==> src/rtl/maxpool_unit.sv <==
// Streaming 2x2 stride-2 signed max-pool over a row-major IN_HEIGHT x IN_WIDTH map.
// Latency: pooled word registered 1 cycle after the accept of its bottom-right pixel.
// Backpressure: in_ready drops while a pooled word is held and out_ready is low.
module maxpool_unit #(
    parameter int IN_WIDTH  = 6,
    parameter int IN_HEIGHT = 6,
    parameter int DATA_W    = 32
) (
    input  logic              clk,
    input  logic              rst,
    input  logic              start,
    input  logic              in_valid,
    output logic              in_ready,
    input  logic [DATA_W-1:0] in_data,
    output logic              out_valid,
    input  logic              out_ready,
    output logic [DATA_W-1:0] out_data,
    output logic              busy,
    output logic              done
);

    localparam int CW = (IN_WIDTH  > 1) ? $clog2(IN_WIDTH)  : 1;
    localparam int RW = (IN_HEIGHT > 1) ? $clog2(IN_HEIGHT) : 1;
    localparam int HW = IN_WIDTH / 2;
    localparam int BW = (HW > 1) ? $clog2(HW) : 1;

    typedef enum logic [1:0] {S_IDLE, S_RUN, S_DRAIN} state_t;

    state_t                    r_state;
    state_t                    w_next;
    logic [CW-1:0]             r_col;
    logic [RW-1:0]             r_row;
    logic signed [DATA_W-1:0]  r_pair;
    logic signed [DATA_W-1:0]  r_buf [HW];
    logic [DATA_W-1:0]         r_out;
    logic                      r_out_vld;
    logic                      r_done;

    logic                      w_acc;
    logic                      w_out_hs;
    logic                      w_last_col;
    logic                      w_last_row;
    logic                      w_odd_col;
    logic                      w_odd_row;
    logic                      w_load;
    logic [BW-1:0]             w_bidx;
    logic signed [DATA_W-1:0]  w_px;
    logic signed [DATA_W-1:0]  w_pair_max;
    logic signed [DATA_W-1:0]  w_result;

    assign w_acc      = in_valid & in_ready;
    assign w_out_hs   = r_out_vld & out_ready;
    assign w_last_col = (r_col == CW'(IN_WIDTH - 1));
    assign w_last_row = (r_row == RW'(IN_HEIGHT - 1));
    assign w_odd_col  = r_col[0];
    assign w_odd_row  = r_row[0];
    assign w_bidx     = BW'(r_col >> 1);
    assign w_px       = in_data;
    // Ties fall through to the right-hand operand, which holds the same value.
    assign w_pair_max = (r_pair > w_px) ? r_pair : w_px;
    assign w_result   = (r_buf[w_bidx] > w_pair_max) ? r_buf[w_bidx] : w_pair_max;
    // Bottom-right pixel of a 2x2 window completes one pooled result.
    assign w_load     = w_acc & w_odd_col & w_odd_row;

    assign out_valid = r_out_vld;
    assign out_data  = r_out;
    assign done      = r_done;

    // State register.
    always_ff @(posedge clk or negedge rst) begin
        if (!rst) r_state <= S_IDLE;
        else      r_state <= w_next;
    end

    // Next-state: the final pixel moves to DRAIN, the final output handshake ends the frame.
    always_comb begin
        w_next = r_state;
        case (r_state)
            S_IDLE:  if (start) w_next = S_RUN;
            S_RUN:   if (w_acc && w_last_col && w_last_row) w_next = S_DRAIN;
            S_DRAIN: if (w_out_hs) w_next = S_IDLE;
            default: w_next = S_IDLE;
        endcase
    end

    // Outputs decoded from state; input is only taken when the output slot can move.
    always_comb begin
        in_ready = 1'b0;
        busy     = 1'b0;
        case (r_state)
            S_RUN: begin
                in_ready = ~r_out_vld | out_ready;
                busy     = 1'b1;
            end
            S_DRAIN: busy = 1'b1;
            default: ;
        endcase
    end

    // Raster position counters, zeroed when a frame starts.
    always_ff @(posedge clk or negedge rst) begin
        if (!rst) begin
            r_col <= '0;
            r_row <= '0;
        end else if (r_state == S_IDLE && start) begin
            r_col <= '0;
            r_row <= '0;
        end else if (w_acc) begin
            if (w_last_col) begin
                r_col <= '0;
                r_row <= w_last_row ? '0 : r_row + RW'(1);
            end else begin
                r_col <= r_col + CW'(1);
            end
        end
    end

    // Left pixel of each horizontal pair waits here for its partner.
    always_ff @(posedge clk or negedge rst) begin
        if (!rst)                    r_pair <= '0;
        else if (w_acc && !w_odd_col) r_pair <= w_px;
    end

    // Even rows park their pair maxima for the matching odd-row pair.
    always_ff @(posedge clk or negedge rst) begin
        if (!rst) begin
            for (int i = 0; i < HW; i++) r_buf[i] <= '0;
        end else if (w_acc && w_odd_col && !w_odd_row) begin
            r_buf[w_bidx] <= w_pair_max;
        end
    end

    // Output slot: a new result takes priority over clearing on a handshake.
    always_ff @(posedge clk or negedge rst) begin
        if (!rst) begin
            r_out     <= '0;
            r_out_vld <= 1'b0;
        end else if (w_load) begin
            r_out     <= w_result;
            r_out_vld <= 1'b1;
        end else if (w_out_hs) begin
            r_out_vld <= 1'b0;
        end
    end

    // Completion pulse, one cycle after the final output handshake.
    always_ff @(posedge clk or negedge rst) begin
        if (!rst) r_done <= 1'b0;
        else      r_done <= (r_state == S_DRAIN) && w_out_hs;
    end

endmodule

==> config.mk <==
export PLATFORM = sky130hd
export DESIGN_NAME = maxpool_unit
export DESIGN_NICKNAME = d
export VERILOG_FILES = /design/src/rtl/maxpool_unit.sv
export SDC_FILE = /design/constraint.sdc
export NUM_CORES = 1
export LEC_CHECK = 0
export BUFFER_PORTS_ARGS = -buffer_cell sky130_fd_sc_hd__buf_2
export CORE_UTILIZATION = 47
export CTS_CLUSTER_DIAMETER = 120
export DETAILED_ROUTE_END_ITERATION = 10
export PLACE_DENSITY = 0.73
export SYNTH_ARGS = -nofsm -noshare
export SYNTH_HDL_FRONTEND = slang
export SYNTH_SLANG_ARGS = --single-unit
==> constraint.sdc <==
create_clock -name clk -period 5.2 [get_ports clk]
set_input_delay 0.26 -clock clk [delete_from_list [all_inputs] [get_ports clk]]
set_output_delay 0.26 -clock clk [all_outputs]
set_load 0.01 [all_outputs]
==> flow_summary.json, run 1 <==
{
  "cap_viol_max_count": 0,
  "run_status": "complete, no violations",
  "die_height_um": 143,
  "globalRoute.totalOverflow": 0,
  "cts_sinks": 170,
  "power.density_mw_per_mm2": 605,
  "synth_cell_types": 43,
  "fin_area_mm2": 0.0109,
  "grt_setup_unrepaired": "no",
  "syn_to_final_growth_pct": 16.0,
  "clock_buffer_depth": 2,
  "start_util_pct": 48.1,
  "p_leak_nw": 5.00,
  "min_path_type": "in -> reg",
  "detail-route-antenna-nets": 0,
  "synthesis.nets": 1107,
  "gr_met3_demand_resource_pct": 5.50,
  "final_common_cell": "dfrtp_1",
  "yosysWarningCount": 0,
  "fp.coreArea_mm2": 0.0195,
  "post-route-drc-count": 0,
  "cts_tree": "done",
  "synthFlopType": "dfrtp_1",
  "vias_in_the_first_global_route": 7767,
  "grt_first_pass_wirelength_mm": 41.4,
  "fin_total_pwr_mw": 6.60,
  "synth_seq_cells": 170,
  "busiest_layer": "met2",
  "nets": 1190,
  "slew_violations": 0,
  "vias": 8185,
  "postSynthCellCount": 1001,
  "wl_per_cell_um": 19.0,
  "io_buffers": 72,
  "worst_case_clock_skew_ns": 0.0140,
  "max_clock_freq_mhz": 201,
  "synth_sequential_area_ratio_pct": 45.2,
  "report.final.setup_viol": 0,
  "gr-usage-met1_pct": 37.1,
  "grt_max_degree": 86,
  "hold-worst-slack_ns": 0.0959,
  "cts.reportedPaths.clkPinSlew_ns": 0.07,
  "vias_per_cell": 6.01,
  "worst_hold_startpoint": "out_ready",
  "critPathCaptureType": "flop",
  "holdPathEnd": "done",
  "netlist_area_mm2": 0.00940,
  "num_antenna_cells": 0,
  "critical_path_arrival_ns": 5.26,
  "hold_viol": 0,
  "row_count": 51,
  "die_w_um": 143,
  "layout-drive-gt1-share_pct": 18.5,
  "drt_first_iter_violations": 749,
  "detail_route.wirelength_mm": 25.8,
  "final_cell_mix": "dfrtp_1 (169), a31oi_1 (128), nor2_1 (106)",
  "critical_path.reg2reg.startpoint": "r_pair[7]",
  "clkLatencyLatePin_ns": 0.43,
  "synth_async_sr_flop_share_pct": 100,
  "ctsRootBufferMaster": "clkbuf_16",
  "num_io_pins": 73,
  "regToRegSetupSlack_ns": 0.22,
  "worstReg2RegEnd": "out_data[20]",
  "vdd_drop_max_mv": 0.288,
  "hold_depth": 2,
  "fin_crit_sh_pct": 95.8,
  "setup_total_negative_slack_ns": 0,
  "timing.critical_path.fanout_max": 19,
  "mean_area_per_synthesized_cell_um2": 9.39,
  "cts_htree_levels": 4,
  "transition_time_at_the_pin_with_the_least_slew_margin_ns": 1.13,
  "postPlaceCellArea_mm2": 0.0103,
  "post-dp-hpwl_mm": 17.5,
  "number_of_detailed_routing_iterations_run_before_antenna_repair": 5,
  "setup.worst_path.start_class": "flop",
  "crit_required_ns": 5.48,
  "post-route-min-period_ns": 4.98,
  "cts_inserted_buffers": 17,
  "grt_usage_pct": 26.3,
  "number_of_cells_traversed_by_the_worst_register_to_register_path": 18,
  "antenna_found_initial": 1,
  "slew_headroom_pct": 24.9,
  "synth_enable_flop_cells": 0,
  "gp_congestion": 0.864,
  "criticalPathCategory": "reg -> reg",
  "groute.layer.met2.usage_pct": 40.1,
  "dieArea_mm2": 0.0206
}
state kept, by name (all words and copies together) (netlist names):
register / cells
done: 1
r_row: 3
out_valid: 1
r_col: 3
r_pair: 32
r_state: 2
out_data: 32
r_buf: 96
per-stage QoR:
| step | setup slack [ns] | std cells | util [%] |
|---|---|---|---|
| floorplan | 0.782 | 1001 | - |
| global placement | 0.179 | 1328 | 52.9 |
| detailed placement | 0.175 | 1328 | 52.9 |
| CTS | 0.178 | 1361 | 55.7 |
| global route | 0.0213 | 1362 | 55.8 |
| finish | 0.219 | 1362 | 55.8 |
cells in the mapped netlist, types with 2 or more instances:
cell      count  share of area, %
dfrtp_1     170                45
a31oi_1     128               8.5
nor2_1      107               4.3
nand2_1      87               3.5
ha_1         69               9.2
o21ai_0      68               3.6
clkbuf_1     47               1.9
a21oi_1      36               1.9
inv_1        35               1.4
o211ai_1     35               2.8
and2_1       32               2.1
mux2i_1      32               3.4
o22ai_1      31               2.1
nand3_2      30               3.2
nand4_1      13              0.87
nand3_1      10              0.53
buf_2         9              0.48
a21o_1        6              0.48
and4_1        5              0.47
nor2b_1       5              0.33
nor3_1        5              0.27
nor4_1        5              0.33
buf_4         4              0.32
a221o_1       3              0.32
buf_1         3              0.12
mux2_2        3              0.36
o21a_1        3              0.24
a221oi_1      2              0.19
and3_1        2              0.13
o31a_1        2              0.19
or3_1         2              0.13
where the power goes:
group          internal, mW  total, mW  leakage [nW]  switching (mW)
clock network         0.627       1.18         0.264           0.552
logic                  1.39       3.36          2.52            1.97
registers              1.75       2.06          2.22           0.308
total                  3.77       6.60          5.00            2.83
repair_timing:
action / 4_1_cts / 5_1_grt
endpoints found under the setup margin: 0 / 26
resized for setup: 0 / 2
buffers inserted: 0 / 1
hold buffers: 1 / 0
hold endpoints to repair: 83 / 0
cell families (layout without fill, tap and decap cells):
| group | count (synthesis) | in the layout | share of synthesized area (%) |
|---|---|---|---|
| flops | 170 | 170 | 45.2 |
| buf+inv | 98 | 194 | 4.19 |
| mux | 35 | 35 | 3.77 |
| simple gates | 308 | 308 | 16.6 |
| compound gates | 321 | 321 | 21.0 |
| fa+ha+maj | 69 | 69 | 9.18 |
metal layers:
metal / vias up / share of wire [%]
met4: 2 / 1.8
met2: 345 / 45
li1: 3855 / -
met1: 3941 / 46
met5: - / 0.13
met3: 42 / 7.1
worst max-delay path: stages, from the launching register on:
cell and delay, ns:
dfrtp_1 0.40, ha_1 0.31, a21oi_1 0.14, o21ai_1 0.10
a221o_1 0.33, o31a_1 0.34, or3_2 0.56, buf_12 0.21
nand3_2 0.13, and2_1 0.14, ha_1 0.24, a21oi_1 0.14
o21ai_0 0.16, a221o_1 0.37, o311a_1 0.39, nor2_1 0.10
o31a_1 0.35, buf_6 0.28, a31oi_1 0.12
final cells by class:
type                       count  area [µm²]
clock buffer                  19         443
clock inverter                13        96.3
fill                        1723        8620
inverter                      35         131
multi-input combinational    733        4800
sequential                   170        4260
tap                          265         332
timing repair buffer         127         848
how the worst max path moves through the flow:
stage | from | end | slack [ns] | cells past startpoint
detailed placement | in_data[7] | out_data[19] | 0.18 | 20
finish | r_pair[7] | out_data[20] | 0.22 | 18
floorplan | r_pair[14] | out_data[10] | 0.78 | 19
global placement | in_data[14] | out_data[0] | 0.18 | 20
CTS | r_pair[7] | out_data[20] | 0.18 | 18
global route | r_pair[7] | out_data[20] | 0.02 | 18
No activity file was read; power rests on OpenSTA's default activity.
==> inputs of run 2 (changes only) <==
--- a/config.mk
+++ b/config.mk
@@ -6,10 +6,12 @@
 export NUM_CORES = 1
 export LEC_CHECK = 0
 export BUFFER_PORTS_ARGS = -buffer_cell sky130_fd_sc_hd__buf_2
+export CELL_PAD_IN_SITES_DETAIL_PLACEMENT = 1
+export CELL_PAD_IN_SITES_GLOBAL_PLACEMENT = 1
 export CORE_UTILIZATION = 47
 export CTS_CLUSTER_DIAMETER = 120
 export DETAILED_ROUTE_END_ITERATION = 10
-export PLACE_DENSITY = 0.73
+export PLACE_DENSITY = 0.88
 export SYNTH_ARGS = -nofsm -noshare
 export SYNTH_HDL_FRONTEND = slang
 export SYNTH_SLANG_ARGS = --single-unit
==> run 2 against run 1 <==
Net effect: the run now ends with setup timing left; largest cell class unchanged; utilization up 1.4 points; non-clock buffer count up 13; die area unchanged; power up 15%; design area up 2.5%; critical path depth up 2; count of clock-buffer cells in the layout up 4; sequential share of layout area down 0.97 points; critical endpoint is now out_data[1]; clock skew down 0.00072 ns.
==> flow_summary.json, run 2 (synthesized netlist as in run 1, its figures left out) <==
{
  "number_of_cells_traversed_by_the_worst_register_to_register_path": 20,
  "vias": 9508,
  "fp.coreArea_mm2": 0.0195,
  "grt_usage_pct": 34.1,
  "largest_reg_by_ff_count": "r_buf",
  "report.final.setup_viol": 32,
  "critPathCaptureType": "flop",
  "setup_ws_ns": -0.242,
  "timing.critical_path.fanout_max": 15,
  "worst_hold_startpoint": "out_ready",
  "cts_htree_levels": 4,
  "clock_buffer_depth": 2,
  "grt_first_pass_wirelength_mm": 53.2,
  "cts.reportedPaths.clkPinSlew_ns": 0.07,
  "detail-route-antenna-nets": 0,
  "setup.worst_path.start_class": "flop",
  "worst_case_clock_skew_ns": 0.0133,
  "syn_to_final_growth_pct": 18.9,
  "crit_slowest_cell": "or3_1",
  "cts_inserted_buffers": 17,
  "slew_headroom_pct": 14.6,
  "dieArea_mm2": 0.0206,
  "power.density_mw_per_mm2": 679,
  "clkLatencyLatePin_ns": 0.45,
  "fin_total_pwr_mw": 7.59,
  "io_buffers": 72,
  "worstReg2RegEnd": "out_data[1]",
  "run_status": "complete, but fails checks",
  "detail_route.wirelength_mm": 37.9,
  "failed_checks": "setup timing",
  "drt_first_iter_violations": 998,
  "die_w_um": 143,
  "post-dp-hpwl_mm": 20.6,
  "largest_register_ffs": 96,
  "critical_path_arrival_ns": 5.79,
  "fin_crit_sh_pct": 105,
  "antenna_found_initial": 1,
  "setup_total_negative_slack_ns": -5.03,
  "holdPathEnd": "done",
  "die_height_um": 143,
  "regToRegSetupSlack_ns": -0.24,
  "power_switching_mw": 3.54,
  "hold_depth": 2,
  "intPower_mw": 4.05,
  "num_io_pins": 73,
  "start_util_pct": 48.1,
  "number_of_detailed_routing_iterations_run_before_antenna_repair": 5,
  "critical_path.reg2reg.startpoint": "r_pair[15]",
  "num_antenna_cells": 0,
  "comb_power_share_pct": 53.6,
  "slew_violations": 0,
  "crit_required_ns": 5.55,
  "transition_time_at_the_pin_with_the_least_slew_margin_ns": 1.27,
  "critical-path-top-cell-by-count": "buf_4",
  "wl_per_cell_um": 27.6,
  "vdd_drop_max_mv": 0.340,
  "grt_max_degree": 65,
  "layout-drive-gt1-share_pct": 20.2,
  "post-route-min-period_ns": 5.44,
  "ctsRootBufferMaster": "clkbuf_16",
  "row_count": 51,
  "min_path_type": "in -> reg",
  "sw_frac_of_total_pct": 46.6,
  "vias_per_cell": 6.91,
  "cap_viol_max_count": 0,
  "p_leak_nw": 5.14,
  "pwr-share-clk_pct": 18.1,
  "cts_sinks": 170,
  "critical_path.max_stage_delay_ns": 0.48,
  "seqPwrFrac_pct": 28.3,
  "cells_along_the_critical_path": "ha_1 -> nand4_1 -> or3_1 -> a21oi_1 -> o31a_1 -> o21a_1 -> buf_4 -> o211ai_1 -> and2_1 -> ha_1 -> nand4_1 -> nor4_2 -> buf_4 -> and4_1 -> nor3_1 -> o211ai_1 -> buf_4 -> buf_12 -> o22ai_1 -> a31oi_2",
  "criticalPathCategory": "reg -> reg",
  "cts_tree": "done",
  "globalRoute.totalOverflow": 0,
  "final_common_cell": "dfrtp_1",
  "nets": 1203,
  "gp_congestion": 0.816,
  "vias_in_the_first_global_route": 9461,
  "post-route-drc-count": 0,
  "hold_viol": 0,
  "max_clock_freq_mhz": 184,
  "final_cell_mix": "dfrtp_1 (169), a31oi_1 (127), nor2_1 (106)"
}
-- run 2: critical path, delay by kind of cell (launching register included) --
family,cells,cell delay [ns]
buf+inv,4,0.81
fa+ha+maj,2,0.75
simple gates,7,1.84
compound gates,7,1.51
flops,1,0.43
-- run 2: per-layer routing --
layer / GRT usage [%] / vias to the layer above / part of all wire, %
li1: - / 3873 / -
met1: 43.8 / 4796 / 39
met2: 55.4 / 643 / 47
met3: 6.40 / 194 / 8.3
met4: 16.6 / 2 / 5.5
met5: 0 / - / 0.15
-- run 2: power by group through the flow --
stage | registers (mW) | logic (mW) | clock network [mW]
3_5_place_dp | 2.10 | 3.32 | 0
2_1_floorplan | 1.99 | 2.30 | 0
5_1_grt | 2.17 | 4.31 | 1.41
6_report | 2.15 | 4.07 | 1.37
4_1_cts | 2.10 | 3.53 | 1.34
3_3_place_gp | 2.07 | 3.12 | 0
-- run 2: worst max-delay path by stage --
stage,startpoint,end,slack [ns],cells past startpoint
3_3_place_gp,in_data[30],out_data[0],0.20,19
2_1_floorplan,r_pair[14],out_data[10],0.78,19
6_report,r_pair[15],out_data[1],-0.24,20
5_1_grt,r_pair[15],out_data[30],-0.29,20
3_5_place_dp,in_data[31],out_data[23],-0.07,19
4_1_cts,r_pair[14],out_data[1],0.006,19
-- run 2: cell type report --
type | count | area [µm²]
Clock buffer | 23 | 508
Clock inverter | 9 | 111
Fill cell | 2230 | 8350
Inverter | 35 | 131
Multi-Input combinational cell | 733 | 4860
Sequential cell | 170 | 4260
Tap cell | 265 | 332
Timing Repair Buffer | 140 | 978
-- run 2: repair_timing --
action | CTS | global route
setup buffers | 5 | 23
resized for setup | 5 | 13
endpoints found under the hold margin | 46 | 0
pin swaps | 6 | 11
hold buffers | 1 | 0
gates cloned | 0 | 1
setup endpoints to repair | 32 | 32
-- run 2: metrics by stage --
step / hold WS (ns) / cell area (µm²) / std cells / util [%] / setup WS (ns)
6_report: 0.0733 / 11200 / 1375 / 57.2 / -0.242
5_1_grt: 0.107 / 11200 / 1375 / 57.2 / -0.289
4_1_cts: 0.0823 / 10900 / 1351 / 55.9 / 0.00639
3_5_place_dp: 0.231 / 10200 / 1313 / 52.3 / -0.0738
3_3_place_gp: 0.230 / 10200 / 1313 / 52.3 / 0.198
2_1_floorplan: -0.0356 / 9400 / 1001 / - / 0.782
